## src/rtl/regfile_write_arbiter_pkg.sv

```systemverilog
// Shared types and constants for the register-file write arbiter.
//   REG_ADDR_W / REG_DATA_W : register address and data widths
//   ZERO_REG                : hard-wired zero register, never written
//   wb_entry_t              : one queued writeback {reg_addr, data, stale}
package regfile_write_arbiter_pkg;

  localparam int unsigned REG_ADDR_W = 5;
  localparam int unsigned REG_DATA_W = 32;
  localparam logic [REG_ADDR_W-1:0] ZERO_REG = 5'd0;

  typedef struct packed {
    logic [REG_ADDR_W-1:0] reg_addr;
    logic [REG_DATA_W-1:0] data;
    logic                  stale;  // overwritten by a younger primary write
  } wb_entry_t;

endpackage

```

## src/rtl/wb_pending_queue.sv

```systemverilog
// FIFO for long-latency writeback results, with WAW kill and a pending-register mask.
//   clk, rst          : clock, synchronous active-high reset
//   i_push            : enqueue {i_push_reg, i_push_data} (caller guarantees !full)
//   i_pop             : dequeue head (caller guarantees !empty)
//   i_kill/i_kill_reg : primary write this edge; marks older matching entries stale
//   o_ready           : registered !full
//   o_empty           : queue holds no entries
//   o_head            : current head entry
//   o_pending_mask    : one-hot OR of live resident destination registers, bit 0 forced low
module wb_pending_queue
  import regfile_write_arbiter_pkg::*;
#(
  parameter int unsigned DEPTH = 4
) (
  input  logic                  clk,
  input  logic                  rst,
  input  logic                  i_push,
  input  logic [REG_ADDR_W-1:0] i_push_reg,
  input  logic [REG_DATA_W-1:0] i_push_data,
  input  logic                  i_pop,
  input  logic                  i_kill,
  input  logic [REG_ADDR_W-1:0] i_kill_reg,
  output logic                  o_ready,
  output logic                  o_empty,
  output wb_entry_t             o_head,
  output logic [31:0]           o_pending_mask
);

  localparam int unsigned PtrW = $clog2(DEPTH);

  wb_entry_t       r_mem [DEPTH];
  logic [PtrW-1:0] r_rd_ptr;
  logic [PtrW-1:0] r_wr_ptr;
  logic [PtrW:0]   r_count;
  logic            r_ready;

  logic [PtrW:0]   w_count_d;
  logic [DEPTH-1:0] w_resident;
  logic [31:0]     w_mask;

  assign w_count_d = r_count + (PtrW+1)'(i_push) - (PtrW+1)'(i_pop);

  // A slot is resident when its distance from the read pointer is below the occupancy.
  always_comb begin
    w_resident = '0;
    for (int i = 0; i < DEPTH; i++) begin
      logic [PtrW-1:0] w_off;
      w_off = PtrW'(i) - r_rd_ptr;
      w_resident[i] = ({1'b0, w_off} < r_count);
    end
  end

  always_comb begin
    w_mask = '0;
    for (int i = 0; i < DEPTH; i++) begin
      if (w_resident[i] && !r_mem[i].stale) begin
        w_mask[r_mem[i].reg_addr] = 1'b1;
      end
    end
    w_mask[0] = 1'b0;
  end

  always_ff @(posedge clk) begin
    if (rst) begin
      r_rd_ptr <= '0;
      r_wr_ptr <= '0;
      r_count  <= '0;
      r_ready  <= 1'b1;
      for (int i = 0; i < DEPTH; i++) begin
        r_mem[i].stale <= 1'b0;
      end
    end else begin
      // Kill only entries resident before this edge; the slot being pushed is never resident.
      for (int i = 0; i < DEPTH; i++) begin
        if (i_kill && w_resident[i] && (r_mem[i].reg_addr == i_kill_reg)) begin
          r_mem[i].stale <= 1'b1;
        end
      end
      if (i_push) begin
        r_mem[r_wr_ptr] <= '{reg_addr: i_push_reg, data: i_push_data, stale: 1'b0};
        r_wr_ptr        <= r_wr_ptr + PtrW'(1);
      end
      if (i_pop) begin
        r_rd_ptr <= r_rd_ptr + PtrW'(1);
      end
      r_count <= w_count_d;
      r_ready <= (w_count_d != (PtrW+1)'(DEPTH));
    end
  end

  assign o_ready        = r_ready;
  assign o_empty        = (r_count == '0);
  assign o_head         = r_mem[r_rd_ptr];
  assign o_pending_mask = w_mask;

endmodule

```

## src/rtl/regfile_write_arbiter.sv

```systemverilog
// Front end for the register file's single write port. The pipeline writeback always wins;
// buffered long-latency results drain in idle writeback cycles.
//   clk, rst                        : clock, synchronous active-high reset
//   wb_valid/wb_reg/wb_data         : pipeline writeback, never stalled
//   sec_valid/sec_ready/sec_reg/sec_data : long-latency result handshake
//   RegWrite/Write_register/Write_data   : registered register-file write port
//   pending_mask                    : registers with live queued writes (for ID stall)
module regfile_write_arbiter
  import regfile_write_arbiter_pkg::*;
#(
  parameter int unsigned DEPTH  = 4,
  parameter int unsigned DATA_W = 32,
  parameter int unsigned ADDR_W = 5
) (
  input  logic              clk,
  input  logic              rst,
  input  logic              wb_valid,
  input  logic [ADDR_W-1:0] wb_reg,
  input  logic [DATA_W-1:0] wb_data,
  input  logic              sec_valid,
  output logic              sec_ready,
  input  logic [ADDR_W-1:0] sec_reg,
  input  logic [DATA_W-1:0] sec_data,
  output logic              RegWrite,
  output logic [ADDR_W-1:0] Write_register,
  output logic [DATA_W-1:0] Write_data,
  output logic [31:0]       pending_mask
);

  logic              w_wb_write;
  logic              w_push;
  logic              w_pop;
  logic              w_empty;
  wb_entry_t         w_head;

  logic              r_reg_write;
  logic [ADDR_W-1:0] r_write_register;
  logic [DATA_W-1:0] r_write_data;

  assign w_wb_write = wb_valid && (wb_reg != ZERO_REG);
  // $0 transfers still complete the handshake but are dropped.
  assign w_push     = sec_valid && sec_ready && (sec_reg != ZERO_REG);
  assign w_pop      = !w_wb_write && !w_empty;

  wb_pending_queue #(
    .DEPTH(DEPTH)
  ) u_queue (
    .clk           (clk),
    .rst           (rst),
    .i_push        (w_push),
    .i_push_reg    (sec_reg),
    .i_push_data   (sec_data),
    .i_pop         (w_pop),
    .i_kill        (w_wb_write),
    .i_kill_reg    (wb_reg),
    .o_ready       (sec_ready),
    .o_empty       (w_empty),
    .o_head        (w_head),
    .o_pending_mask(pending_mask)
  );

  always_ff @(posedge clk) begin
    if (rst) begin
      r_reg_write      <= 1'b0;
      r_write_register <= '0;
      r_write_data     <= '0;
    end else if (w_wb_write) begin
      r_reg_write      <= 1'b1;
      r_write_register <= wb_reg;
      r_write_data     <= wb_data;
    end else if (w_pop && !w_head.stale) begin
      r_reg_write      <= 1'b1;
      r_write_register <= w_head.reg_addr;
      r_write_data     <= w_head.data;
    end else begin
      // Idle or a stale head popped silently.
      r_reg_write <= 1'b0;
    end
  end

  assign RegWrite       = r_reg_write;
  assign Write_register = r_write_register;
  assign Write_data     = r_write_data;

endmodule

```

## config.mk

```make
export PLATFORM = sky130hd
export DESIGN_NAME = regfile_write_arbiter
export DESIGN_NICKNAME = d
export VERILOG_FILES = /design/src/rtl/regfile_write_arbiter_pkg.sv /design/src/rtl/wb_pending_queue.sv /design/src/rtl/regfile_write_arbiter.sv
export SDC_FILE = /design/constraint.sdc
export NUM_CORES = 1
export LEC_CHECK = 0
export ABC_AREA = 1
export CORE_ASPECT_RATIO = 0.7
export CORE_MARGIN = 2
export CORE_UTILIZATION = 51
export CTS_BUF_LIST = sky130_fd_sc_hd__clkbuf_8
export DETAILED_ROUTE_END_ITERATION = 7
export GPL_ROUTABILITY_DRIVEN = 0
export HOLD_SLACK_MARGIN = 0.06
export PLACE_DENSITY_LB_ADDON = 0.12
export SYNTH_ARGS = -nofsm -noshare
export SYNTH_HDL_FRONTEND = slang
export SYNTH_SLANG_ARGS = --single-unit
```

## constraint.sdc

```tcl
create_clock -name clk -period 3.2 [get_ports clk]
set_clock_uncertainty 0.1 [all_clocks]
set_input_delay 0.64 -clock clk [delete_from_list [all_inputs] [get_ports clk]]
set_output_delay 0.64 -clock clk [all_outputs]
set_load 0.1 [all_outputs]
```

==> impl_metrics.yaml <==
sta:
  setup_viol: 0
  worstMarginPinSlew_ns: 0.8743
  maxSlewHeadroom_pct: 41.50
  finalCritPeriodShare_pct: 97.94
  post-route-min-period_ns: 3.134
  fmax_ghz: 0.3191
  hold_ws_ns: 0.4257
  drv_slew: 0
  hold_viol_final: 0
clocking:
  cts-root-buf: "clkbuf_8"
  htreeDepth: 4
  clk_path_buf_depth: 2
  clkLatencyLatePin_ns: 0.46
  cts_sinks: 200
  clkTransAtPathRegs_ns: 0.10
  cts_tree: "yes"
  cts-buffers-inserted: 17
power_and_ir_drop:
  internal_power_w: 0.005144
  power_frac_seq_pct: 33.0
  combPwrFrac_pct: 50.9
  p_switching_w: 0.004909
  clockPowerShare_pct: 16.1
  total_power_w: 0.01005
  leakage_nw: 5.671
  switching_share_pct: 48.83
  ir_drop_v: 0.0004621
  p_per_area_nw_per_um2: 772.3
finish:
  antennaDiodeCount: 0
  fill_cells: 1714
  design_area_um2: 13020
  nets: 1551
  drive_gt1_share_pct: 12.47
  final_cells: 1745
  postLayoutCoreUtil_pct: 65.22
  area_growth_pct: 24.48
critical_path:
  worstSetupPathDepth: 11
  end_kind: "output pin"
  critPathTopFamily: "simple AND/OR/NAND/NOR gates"
  cp_max_fo: 3
  path_cells: "xor2_4 > inv_1 > ha_4 > inv_2 > nor2_4 > nand2_2 > nand4_1 > inv_2 > a21oi_1 > nand3_1 > buf_12"
  cp-start-kind: "flop"
  critPathMaxStageDelay_ns: 0.39
  path_class: "flop to output pin"
  cp_common_cell: "inv_2"
  crit_required_ns: 2.46
  timing.critical_path.buf_inv: 4
  cpMaxStageDelayCell: "dfxtp_4"
  cp.arrival_ns: 2.39
  r2r_cells: 8
synthesis:
  synthesis.area_per_instance_um2: 7.904
  synth_nets: 1412
  synth_edf_count: 148
  async_flop_share_pct: 0
  ys_types: 33
  synthCells: 1323
  synth_top_flop_cell: "edfxtp_1"
  synth-seq-area-share_pct: 52.45
  netlist_area_um2: 10460
  ys_warn_count: 0
  synth-seq-cells: 200
global_routing:
  track_usage_pct: 27.47
  grt_remaining_overflow: 0
  antenna_found_initial: 0
  grt_max_degree: 48
  grt_pass1_vias: 8518
  grt_pass1_wl_um: 45580
routing:
  wl_per_cell_um: 16.80
  drt.antenna.violating_nets: 0
  first_iter_violations: 1047
  finalWirelength_um: 29310
  drcViolationCount: 0
  drt_first_pass_iters: 6
  num_vias: 9209
  vias_per_cell: 5.277
place:
  dpl_cell_area_um2: 12460
  dpl.cell_count: 1711
  place.detailed.hpwl_um: 20300
  port_buffers: 147
floorplanning:
  die_y_um: 123.8
  placementRows: 43
  die_w_um: 175.2
  core-area_um2: 19960
  initial_utilization_pct: 52.39
  ioPinCount: 149
  dieArea_um2: 21680
worst_hold_path:
  hold_path.class: "flop to flop"
  holdPathStages: 2
job:
  maxCapViolCount: 0
status:
  status: "finished, final reports clean"
## cells in the mapped netlist, types with 17 or more instances
cell | count | share of area [%]
nand3_1 | 137 | 6.6
inv_1 | 161 | 5.8
nor2_1 | 229 | 8.2
nor3_1 | 17 | 0.81
nand4_1 | 21 | 1.3
buf_2 | 21 | 1.0
xnor2_1 | 17 | 1.4
clkbuf_1 | 22 | 0.79
nand2_1 | 362 | 13
dfxtp_1 | 52 | 10
a21oi_1 | 38 | 1.8
edfxtp_1 | 148 | 42
o21ai_0 | 39 | 1.9
## layout make-up
| class | count | area (um^2) | area share [%] |
|---|---|---|---|
| sequential | 200 | 5498 | 42.23 |
| multi-input combinational | 897 | 4174 | 32.06 |
| timing repair buffer | 177 | 1959 | 15.05 |
| inverter | 169 | 639.4 | 4.912 |
| tap | 270 | 337.8 | 2.595 |
| clock buffer | 20 | 275.3 | 2.115 |
| clock inverter | 12 | 133.9 | 1.028 |
## metal layers
metal  routed length (um)  up-vias  track usage [%]  share of wire, %
met3                 3329       42            9.066                11
li1                     -     4495                -                 -
met1                13470     4201            40.49                46
met5                    0        -                0                 0
met4                  441        0            6.406               1.5
met2                12070      471            39.20                41
## through the flow
step | setup TNS (ns) | setup slack (ns)
floorplan | -65.29 | -0.4412
global placement | 0 | 0.2347
detailed placement | 0 | 0.1533
CTS | 0 | 0.02118
global route | -0.003128 | -0.002955
finish | 0 | 0.06603
## worst paths after layout
check                                    from                         end  slack, ns
min reg2reg        Write_data[9]$_SDFFE_PP0P_  Write_data[9]$_SDFFE_PP0P_       0.43
min                Write_data[9]$_SDFFE_PP0P_  Write_data[9]$_SDFFE_PP0P_       0.43
max          u_queue.r_rd_ptr[1]$_SDFFE_PP0P_            pending_mask[26]       0.07
max reg2reg                              flop  Write_data[1]$_SDFFE_PP0P_       0.90
## worst reg2reg max path, stage by stage (launching register included)
cell     delay [ns]
dfxtp_1        0.43
inv_2          0.59
nand3_1        0.17
nand2_1        0.14
nand2_2        0.12
nand2_4        0.10
buf_4          0.28
o21ai_0        0.15
nor2_1         0.15
## cells in the final DEF (no fill, tap or decap)
cell,instances
clkdlybuf4s50_1,77
buf_12,35
nand2_1,360
inv_4,2
conb_1,1
ha_1,9
dfxtp_1,48
a21oi_4,1
nor2_4,10
inv_8,4
clkinv_1,1
nand2_4,3
nand3b_1,2
o21ai_1,4
nor3_1,15
nand3_4,4
inv_1,156
dfxtp_2,1
nor2_1,221
nand3_2,4
nand3_1,133
clkinv_4,5
bufinv_16,1
nand2_2,4
nor2_2,4
a21oi_1,38
fa_1,1
xor2_4,1
xnor2_1,17
buf_4,65
edfxtp_1,148
ha_4,1
dfxtp_4,3
nor3_2,4
inv_2,10
clkinvlp_4,2
clkbuf_8,20
o21ai_0,39
nand4_1,21
## sequential cells by signal, summed over array words and instances (netlist names), named ones only
signal / cells
Write_data: 32
u_queue.r_count: 3
Write_register: 5
RegWrite: 1
u_queue.o_ready: 1
u_queue.r_mem: 152
u_queue.r_rd_ptr: 2
u_queue.r_wr_ptr: 2
## cells by family (layout without fill, tap and decap cells)
kind of cell	count (synthesis)	after routing	share of synthesized area (%)
XOR/XNOR	18	18	1.508
adder cells (fa/ha/maj)	11	11	1.388
other	1	1	0.03586
AO/OA/AOI/OAI	82	82	4.032
buffers and inverters	226	378	9.105
AND/OR/NAND/NOR	785	785	31.48
flip-flops	200	200	52.45
## power groups by stage
stage               clock [W]  sequential [W]  combinational [W]
floorplan                   0         0.00442            0.00246
detailed placement          0         0.00335            0.00487
global route          0.00176         0.00335            0.00546
CTS                   0.00165         0.00330            0.00492
global placement            0         0.00334            0.00483
finish                0.00162         0.00332            0.00511
## timing repair
action / in CTS / in global routing
pin swaps: 0 / 2
endpoints found under the setup margin: 28 / 31
resized for setup: 9 / 26
buffers inserted: 1 / 1
hold buffers: 0 / 0
(Power assumes the default switching activity.)
==> RTL change: new RTL, same flow settings <==
The package constant `ZERO_REG` goes from 5'd0 to 5'd1.
--- a/src/rtl/regfile_write_arbiter_pkg.sv
+++ b/src/rtl/regfile_write_arbiter_pkg.sv
@@ -6,7 +6,7 @@
 
   localparam int unsigned REG_ADDR_W = 5;
   localparam int unsigned REG_DATA_W = 32;
-  localparam logic [REG_ADDR_W-1:0] ZERO_REG = 5'd0;
+  localparam logic [REG_ADDR_W-1:0] ZERO_REG = 5'd1;
 
   typedef struct packed {
     logic [REG_ADDR_W-1:0] reg_addr;
Function: changed (a bounded check fails within 4 cycles, from zero or initial values and one cycle with rst high).
==> RTL change against the unedited design <==
- the run now ends with negative setup slack left
- non-clock buffer count rose by 17
- global-route usage rose by 0.60 points
- wire length rose by 3.2%
- design area rose by 0.19%
- sequential power barely moved
- worst setup slack got worse by 0.070 ns
- sequential cell count did not move
- power rose by 1.8%
- area after synthesis fell by 1.1%
- synthesized cell count fell by 5.3%
- critical path type unchanged
- highest routed layer is now met5
==> RTL change: results (changes against the unedited design) <==
| Metric | Value |
|---|---|
| Status | `finished, violations left` |
| Failing checks | `negative setup slack` |
| Synth Area in XOR/XNOR | `1.525% (+0.017 points)` |
| Worst Hold Launch | `Write_register[0]` |
| Net Sw Frac | `49.30% (+0.47 points)` |
| Post-DP HPWL | `20,370 um (+0.31%)` |
| Adder-Cell Fraction of Synth Area | `1.404% (+0.016 points)` |
| Layout cell share with drive strength beyond 1 | `14.68% (+2.2 points)` |
| Slowest stage cell, crit path | `edfxtp_1` |
| Final nets | `1,486 (-4.2%)` |
| Final Power | `10.23 mW (+1.8%)` |
| Crit path DAT | `2.46 ns (+0.07 ns)` |
| Largest net degree at the start of global routing | `79 (+65%)` |
| Compound-gate portion of the synthesized area | `5.264% (+1.2 points)` |
| Initial antenna violation count | `3 (+3)` |
| Comb. pwr | `5.31 mW (+4%)` |
| Peak supply drop | `781.2 uV (+69%)` |
| Launching point of the worst reg2reg path | `u_queue.r_count[2]` |
| Number of global-route vias before repair | `8,532 (+0.16%)` |
| Setup violations, final | `1 (+1)` |
| Synth area leaders | `edfxtp_1 43%, nor2_1 11%, dfxtp_1 10%` |
| Final worst slack | `-0.003658 ns (-0.06968 ns)` |
| Worst-margin pin slew | `0.8608 ns (-0.01343 ns)` |
| Synth Net Count | `1,342 (-5.0%)` |
| First-pass GRT wire length | `46,040 um (+1.0%)` |
| Slowest stage delay, CP | `0.57 ns (+0.18 ns)` |
| DRT iter0 DRCs | `1,037 (-0.96%)` |
| Sequential share of the synthesized area | `53.05% (+0.60 points)` |
| Final std cells w/o fill | `1,683 (-3.6%)` |
| Post-Route WL | `30,230 um (+3.2%)` |
| Critical path origin | `u_queue.r_mem[0][35]` |
| Filler cell count in the final layout | `1,625 (-5.2%)` |
| Clk Latency, worst-skew pair | `0.48 ns (+0.02 ns)` |
| Crit path max fanout | `7 (+4)` |
| Mapped Avg Cell Area | `8.252 um2 (+4.4%)` |
| Placed insts | `1,646 (-3.8%)` |
| Via count | `9,246 (+0.40%)` |
| Synth top cells by count | `303 x nor2_1, 256 x nand2_1, 148 x edfxtp_1, 105 x nand3_1, 77 x inv_1` |
RTL change: what timing repair did:
| item | 4_1_cts | 5_1_grt |
|---|---|---|
| gates resized for setup | 12 | 38 |
| endpoints found under the setup margin | 31 | 31 |
| gates cloned | 0 | 1 |
| setup buffers | 1 | 1 |
| hold buffers | 0 | 0 |
| pin swaps | 1 | 3 |
RTL change: layout make-up:
| type | count | area share, % |
|---|---|---|
| Sequential cell | 200 | 42.11 |
| Multi-Input combinational cell | 898 | 33.46 |
| Timing Repair Buffer | 194 | 16.14 |
| Tap cell | 270 | 2.590 |
| Inverter | 86 | 2.513 |
| Clock buffer | 17 | 1.794 |
| Clock inverter | 15 | 1.333 |
| Antenna cell | 3 | 0.05756 |
RTL change: worst paths after layout:
path	end	slack, ns	depth (start not counted)
max reg2reg	u_queue.o_ready	0.77	13
min reg2reg	Write_register[0]	0.41	2
min	Write_register[0]	0.41	2
max	pending_mask[4]	-0.004	7
RTL change: layer usage:
metal | vias up | part of all wire [%] | GRT usage [%]
met3 | 37 | 12 | 10.06
li1 | 4408 | - | -
met4 | 2 | 1.1 | 6.303
met1 | 4317 | 45 | 41.85
met5 | - | 0.21 | 2.083
met2 | 482 | 41 | 38.67
RTL change: stage by stage:
step / setup TNS, ns / instance area [um2] / setup slack [ns] / hold slack (ns)
after floorplan: -46.93 / 10340 / -0.3171 / 0.3490
after global placement: 0 / 12400 / 0.01770 / 0.3737
after detailed placement: -0.0001776 / 12400 / -0.0001776 / 0.3837
after CTS: 0 / 12860 / 0.01128 / 0.3971
after global routing: -0.1169 / 13040 / -0.03189 / 0.4523
final: -0.003658 / 13040 / -0.003658 / 0.4080
